==> src/rtl/seq_alu.sv <==
// rtl/seq_alu.sv - registered ALU with start/busy/done handshake and shift-add multiply
module seq_alu #(
  parameter int WIDTH = 64
) (
  input  logic             clock,
  input  logic             reset,
  input  logic             start,
  input  logic [4:0]       FS,
  input  logic [WIDTH-1:0] A,
  input  logic [WIDTH-1:0] B,
  output logic             busy,
  output logic             done,
  output logic [WIDTH-1:0] F,
  output logic [3:0]       status
);

  localparam int SHW = $clog2(WIDTH);

  localparam logic [2:0] OP_AND  = 3'b000;
  localparam logic [2:0] OP_OR   = 3'b001;
  localparam logic [2:0] OP_ADD  = 3'b010;
  localparam logic [2:0] OP_XOR  = 3'b011;
  localparam logic [2:0] OP_SHL  = 3'b100;
  localparam logic [2:0] OP_SHR  = 3'b101;
  localparam logic [2:0] OP_MUL  = 3'b110;

  // WB is the writeback cycle shared by single-step ops and the multiplier,
  // so both paths publish F/status/done from one place.
  typedef enum logic [1:0] {
    S_IDLE,
    S_EXEC,
    S_MUL,
    S_WB
  } state_t;

  state_t               state_q, state_d;
  logic [4:0]           fs_q, fs_d;
  logic [WIDTH-1:0]     a_q, a_d;
  logic [WIDTH-1:0]     b_q, b_d;
  logic [2*WIDTH-1:0]   acc_q, acc_d;
  logic [SHW-1:0]       cnt_q, cnt_d;
  logic [1:0]           vc_q, vc_d;
  logic                 done_q, done_d;
  logic [WIDTH-1:0]     f_q, f_d;
  logic [3:0]           status_q, status_d;

  logic [WIDTH-1:0]     ac, bc;
  logic [WIDTH:0]       sum;
  logic [2*WIDTH-1:0]   addend;
  logic [WIDTH-1:0]     exec_res;
  logic                 exec_v, exec_c;
  logic [WIDTH-1:0]     wb_res;
  logic                 wb_is_mul, wb_v, wb_c;

  assign ac  = fs_q[1] ? ~a_q : a_q;
  assign bc  = fs_q[0] ? ~b_q : b_q;
  assign sum = {1'b0, ac} + {1'b0, bc} + {{WIDTH{1'b0}}, fs_q[0]};

  // Partial product for the multiplier bit selected by cnt (LSB first).
  assign addend = bc[cnt_q] ? ({{WIDTH{1'b0}}, ac} << cnt_q) : '0;

  assign wb_res    = acc_q[WIDTH-1:0];
  assign wb_is_mul = (fs_q[4:2] == OP_MUL);
  assign wb_c      = wb_is_mul ? |acc_q[2*WIDTH-1:WIDTH] : vc_q[0];
  assign wb_v      = wb_is_mul ? 1'b0 : vc_q[1];

  // Single-step result and add flags from the latched operands.
  always_comb begin
    exec_res = '0;
    exec_v   = 1'b0;
    exec_c   = 1'b0;
    case (fs_q[4:2])
      OP_AND: exec_res = ac & bc;
      OP_OR:  exec_res = ac | bc;
      OP_ADD: begin
        exec_res = sum[WIDTH-1:0];
        exec_c   = sum[WIDTH];
        exec_v   = ~(ac[WIDTH-1] ^ bc[WIDTH-1]) & (ac[WIDTH-1] ^ sum[WIDTH-1]);
      end
      OP_XOR: exec_res = ac ^ bc;
      OP_SHL: exec_res = a_q << b_q[SHW-1:0];
      OP_SHR: exec_res = a_q >> b_q[SHW-1:0];
      default: exec_res = '0;
    endcase
  end

  // Next-state and datapath updates for the handshake FSM.
  always_comb begin
    state_d  = state_q;
    fs_d     = fs_q;
    a_d      = a_q;
    b_d      = b_q;
    acc_d    = acc_q;
    cnt_d    = cnt_q;
    vc_d     = vc_q;
    done_d   = 1'b0;
    f_d      = f_q;
    status_d = status_q;
    case (state_q)
      S_IDLE: begin
        if (start) begin
          fs_d    = FS;
          a_d     = A;
          b_d     = B;
          acc_d   = '0;
          cnt_d   = '0;
          state_d = (FS[4:2] == OP_MUL) ? S_MUL : S_EXEC;
        end
      end
      S_EXEC: begin
        acc_d   = {{WIDTH{1'b0}}, exec_res};
        vc_d    = {exec_v, exec_c};
        state_d = S_WB;
      end
      S_MUL: begin
        acc_d = acc_q + addend;
        cnt_d = cnt_q + 1'b1;
        if (cnt_q == SHW'(WIDTH - 1)) begin
          state_d = S_WB;
        end
      end
      S_WB: begin
        f_d      = wb_res;
        status_d = {wb_v, wb_c, (wb_res == '0), wb_res[WIDTH-1]};
        done_d   = 1'b1;
        state_d  = S_IDLE;
      end
      default: state_d = S_IDLE;
    endcase
  end

  // State and datapath registers; reset abandons any op in flight.
  always_ff @(posedge clock or posedge reset) begin
    if (reset) begin
      state_q  <= S_IDLE;
      fs_q     <= '0;
      a_q      <= '0;
      b_q      <= '0;
      acc_q    <= '0;
      cnt_q    <= '0;
      vc_q     <= '0;
      done_q   <= 1'b0;
      f_q      <= '0;
      status_q <= '0;
    end else begin
      state_q  <= state_d;
      fs_q     <= fs_d;
      a_q      <= a_d;
      b_q      <= b_d;
      acc_q    <= acc_d;
      cnt_q    <= cnt_d;
      vc_q     <= vc_d;
      done_q   <= done_d;
      f_q      <= f_d;
      status_q <= status_d;
    end
  end

  assign busy   = (state_q != S_IDLE);
  assign done   = done_q;
  assign F      = f_q;
  assign status = status_q;

endmodule

==> config.mk <==
export PLATFORM = sky130hd
export DESIGN_NAME = seq_alu
export DESIGN_NICKNAME = d
export VERILOG_FILES = /design/src/rtl/seq_alu.sv
export SDC_FILE = /design/constraint.sdc
export NUM_CORES = 2
export LEC_CHECK = 0
export CAP_MARGIN = 25
export CORE_UTILIZATION = 50
export CTS_CLUSTER_SIZE = 40
export DETAILED_ROUTE_END_ITERATION = 16
export PLACE_DENSITY = 0.79
export SYNTH_ARGS = -nofsm -noshare
export SYNTH_HDL_FRONTEND = slang
export SYNTH_SLANG_ARGS = --single-unit
==> constraint.sdc <==
create_clock -name clock -period 18.85 [get_ports clock]
set_input_delay 3.77 -clock clock [delete_from_list [all_inputs] [get_ports clock]]
set_output_delay 3.77 -clock clock [all_outputs]
set_load 0.01 [all_outputs]
==> impl_metrics.py <==
metrics = {
    "run_status": {
        "status": "finished, final reports clean",
    },
    "detailed_routing": {
        "first_pass_iters": 9,
        "vias": 45000,
        "wl_per_cell_um": 33.1,
        "drc": 0,
        "routed_wl_mm": 213,
        "initialDrtViolationCount": 7597,
        "viasPerCell": 6.98,
        "ant_nets": 0,
    },
    "cts": {
        "cts_tree": "built",
        "clkLatencyLatePin_ns": 0.65,
        "ctsResizeCount": 0,
        "post_cts.repair.setup_buffers": 0,
        "cts-root-buf": "clkbuf_16",
        "path_clk_slew_ns": 0.06,
        "cts_made_buffers": 42,
        "htreeDepth": 2,
        "cts.sinks": 339,
        "clock_path_buffers": 3,
        "cts_hold_buffers": 0,
    },
    "sta": {
        "rsz0062_at_grt": "false",
        "fin_ws_ns": 9.87,
        "min_period_over_period": 0.476,
        "skew_ns": 0.0537,
        "setup_viol": 0,
        "hold_viol_final": 0,
        "tightest_slew_ns": 1.34,
        "fin_crit_ns": 8.98,
        "relSlewSlack": 0.0957,
        "drv_slew": 0,
        "tns_ns": 0,
        "fmax_ghz": 0.111,
    },
    "setup_path": {
        "crit_type": "register to register",
        "r2r-end": "acc_q[127]$_DFFE_PP0P_",
        "required_ns": 19.37,
        "rr_worst_depth": 21,
        "worstSetupStartpointType": "register",
        "critical_path_arrival_ns": 9.50,
        "reg2reg_slack_ns": 9.87,
        "r2r_start": "fs_q[0]$_DFFE_PP0P_",
        "path_max_fanout": 63,
        "endpoint_kind": "register",
    },
    "worst_hold_path": {
        "holdCritPathClass": "register to register",
        "worst_hold_path.endpoint": "F[33]$_DFFE_PP0P_",
        "hold-path-cell-count": 1,
        "hp-start": "F[33]$_DFFE_PP0P_",
    },
    "floorplan": {
        "num_io_pins": 206,
        "start_util": 0.505,
        "die-area_mm2": 0.0841,
        "dieWidth_um": 290,
        "core_mm2": 0.0821,
        "die_y_um": 290,
        "num_rows": 105,
    },
    "final_layout": {
        "area_delta_synth_final_pct": 8.91,
        "fin_area_mm2": 0.0452,
        "nNetsFinal": 5730,
        "drive_gt1_frac": 0.0988,
        "fill_cells": 7926,
        "final_util": 0.550,
    },
    "yosys": {
        "seq_area_frac_synth": 0.205,
        "synth_top_area_share": 0.205,
        "synth_common_cells": "716 x nor2_1, 542 x a21oi_1, 468 x o21ai_0",
        "yosysWarnings": 0,
        "synth.avg_cell_area_um2": 7.64,
        "synthCells": 5429,
        "postSynth.asyncResetShare": 1.00,
        "ys_ff_latch": 339,
        "yosysMostFrequentCell": "nor2_1",
        "netlist_top_cells_area": "dfrtp_1 20%, ha_1 7.8%, mux2i_1 7.4%",
        "synth_cell_types": 120,
        "synth_edf_count": 0,
        "syn_area_mm2": 0.0415,
        "synth.largest_area_cell": "dfrtp_1",
        "syn_nets": 5827,
        "synth_ff_type": "dfrtp_1",
    },
    "placement": {
        "place_ws_ns": 10.44,
        "postPlaceCellArea_mm2": 0.0437,
        "dp_hpwl_mm": 172,
        "place_congestion": 1.18,
        "io_buffers": 205,
    },
    "global_routing": {
        "grt_max_degree": 107,
        "grt_pass1_wl_mm": 299,
        "grt_usage": 0.489,
        "grt.overflow.total": 0,
        "antenna_found_initial": 24,
        "grt_pass1_vias": 41200,
    },
    "power": {
        "power_mw": 1.64,
        "power.density_mw_per_mm2": 36.3,
        "ir_drop_v": 0.0000855,
        "leakage_nw": 20.6,
    },
    "run": {
        "drv_cap": 0,
    },
}
==> critical path, cell delays in order, from the launching register on <==
cell	delay, ns
dfrtp_4	0.65
buf_4	0.69
xnor2_1	0.29
mux4_2	0.56
mux4_2	0.51
a21oi_1	0.57
nand2_1	0.60
and2_2	0.40
buf_4	0.35
a211oi_1	0.79
ha_1	0.40
and3_1	0.25
nand4_1	0.14
o311a_1	0.41
o41a_1	0.44
a211oi_2	0.17
a21oi_1	0.22
o2bb2ai_1	0.30
o31a_1	0.45
nor4_2	0.39
nor2_1	0.09
a21oi_1	0.15
==> registers in the layout, indices dropped and copies added, names as in the netlist <==
register,cells
done,1
b_q,64
state_q,2
acc_q,128
a_q,64
cnt_q,6
fs_q,5
status,4
vc_q,2
F,63
==> cell type report <==
class,count,area (um2),share of cell area
Antenna cell,8,20.0,0.000443
Clock buffer,53,1190,0.0264
Clock inverter,23,265,0.00587
Inverter,215,821,0.0182
Multi-Input combinational cell,4462,30500,0.674
Sequential cell,339,8520,0.189
Tap cell,1070,1340,0.0296
Timing Repair Buffer,272,2540,0.0563
==> how the worst max path moves through the flow <==
stage	slack, ns	end	start	depth (start not counted)
4_1_cts	10.40	acc_q[127]$_DFFE_PP0P_	fs_q[0]$_DFFE_PP0P_	21
5_1_grt	9.91	acc_q[124]$_DFFE_PP0P_	fs_q[0]$_DFFE_PP0P_	23
3_3_place_gp	10.51	acc_q[119]$_DFFE_PP0P_	fs_q[0]$_DFFE_PP0P_	22
3_5_place_dp	10.44	acc_q[127]$_DFFE_PP0P_	fs_q[0]$_DFFE_PP0P_	21
2_1_floorplan	5.69	F[0]$_DFFE_PP0P_	reset	1
6_report	9.87	acc_q[127]$_DFFE_PP0P_	fs_q[0]$_DFFE_PP0P_	21
==> stage by stage <==
stage	instances	hold WS [ns]
6_report	6442	0.503
5_1_grt	6438	0.518
4_1_cts	6430	0.508
3_5_place_dp	6354	0.495
3_3_place_gp	6351	0.490
2_1_floorplan	5429	0.455
==> cell families (layout without fill, tap and decap cells) <==
family / after synthesis / after routing / synth area share
xor+xnor: 302 / 302 / 0.0638
fa+ha+maj: 262 / 262 / 0.0794
buf+inv: 628 / 563 / 0.0621
simple gates: 1570 / 1570 / 0.168
other cells: 0 / 8 / 0
flops: 339 / 339 / 0.205
mux: 599 / 599 / 0.164
compound gates: 1729 / 1729 / 0.258
==> metal layers <==
| layer | share of wire | track usage | routed length, um | vias up |
|---|---|---|---|---|
| met2 | 0.39 | 0.677 | 84100 | 3335 |
| met5 | 0.00071 | 0.00170 | 151 | - |
| li1 | - | - | - | 19400 |
| met4 | 0.080 | 0.327 | 17000 | 22 |
| met1 | 0.39 | 0.642 | 83200 | 21500 |
| met3 | 0.14 | 0.161 | 29000 | 679 |
==> power breakdown <==
part,internal [mW],total (mW),switching (mW)
clock network,0.498,0.867,0.369
registers,0.728,0.728,0
logic,0.0251,0.0447,0.0196
total,1.25,1.64,0.389
==> cell usage in the layout (no fill, tap or decap), types with 42 or more instances in the layout <==
master | Yosys | layout
o211ai_1 | 44 | 44
nand2_1 | 413 | 411
mux2i_1 | 308 | 308
o21ai_1 | 42 | 42
mux2_2 | 252 | 252
xnor2_1 | 120 | 120
a21oi_1 | 542 | 541
xor2_1 | 182 | 182
inv_1 | 211 | 208
nor3_1 | 59 | 58
a211oi_1 | 93 | 93
o22ai_1 | 47 | 47
clkbuf_16 | 0 | 43
a22oi_1 | 44 | 44
ha_1 | 260 | 259
nand2b_1 | 77 | 77
o21ai_0 | 468 | 467
nand3_1 | 54 | 53
nand4_1 | 72 | 72
nor2_1 | 716 | 716
buf_4 | 9 | 62
clkdlybuf4s50_1 | 0 | 205
a21o_1 | 108 | 108
dfrtp_1 | 339 | 323
(Power assumes the default switching activity.)
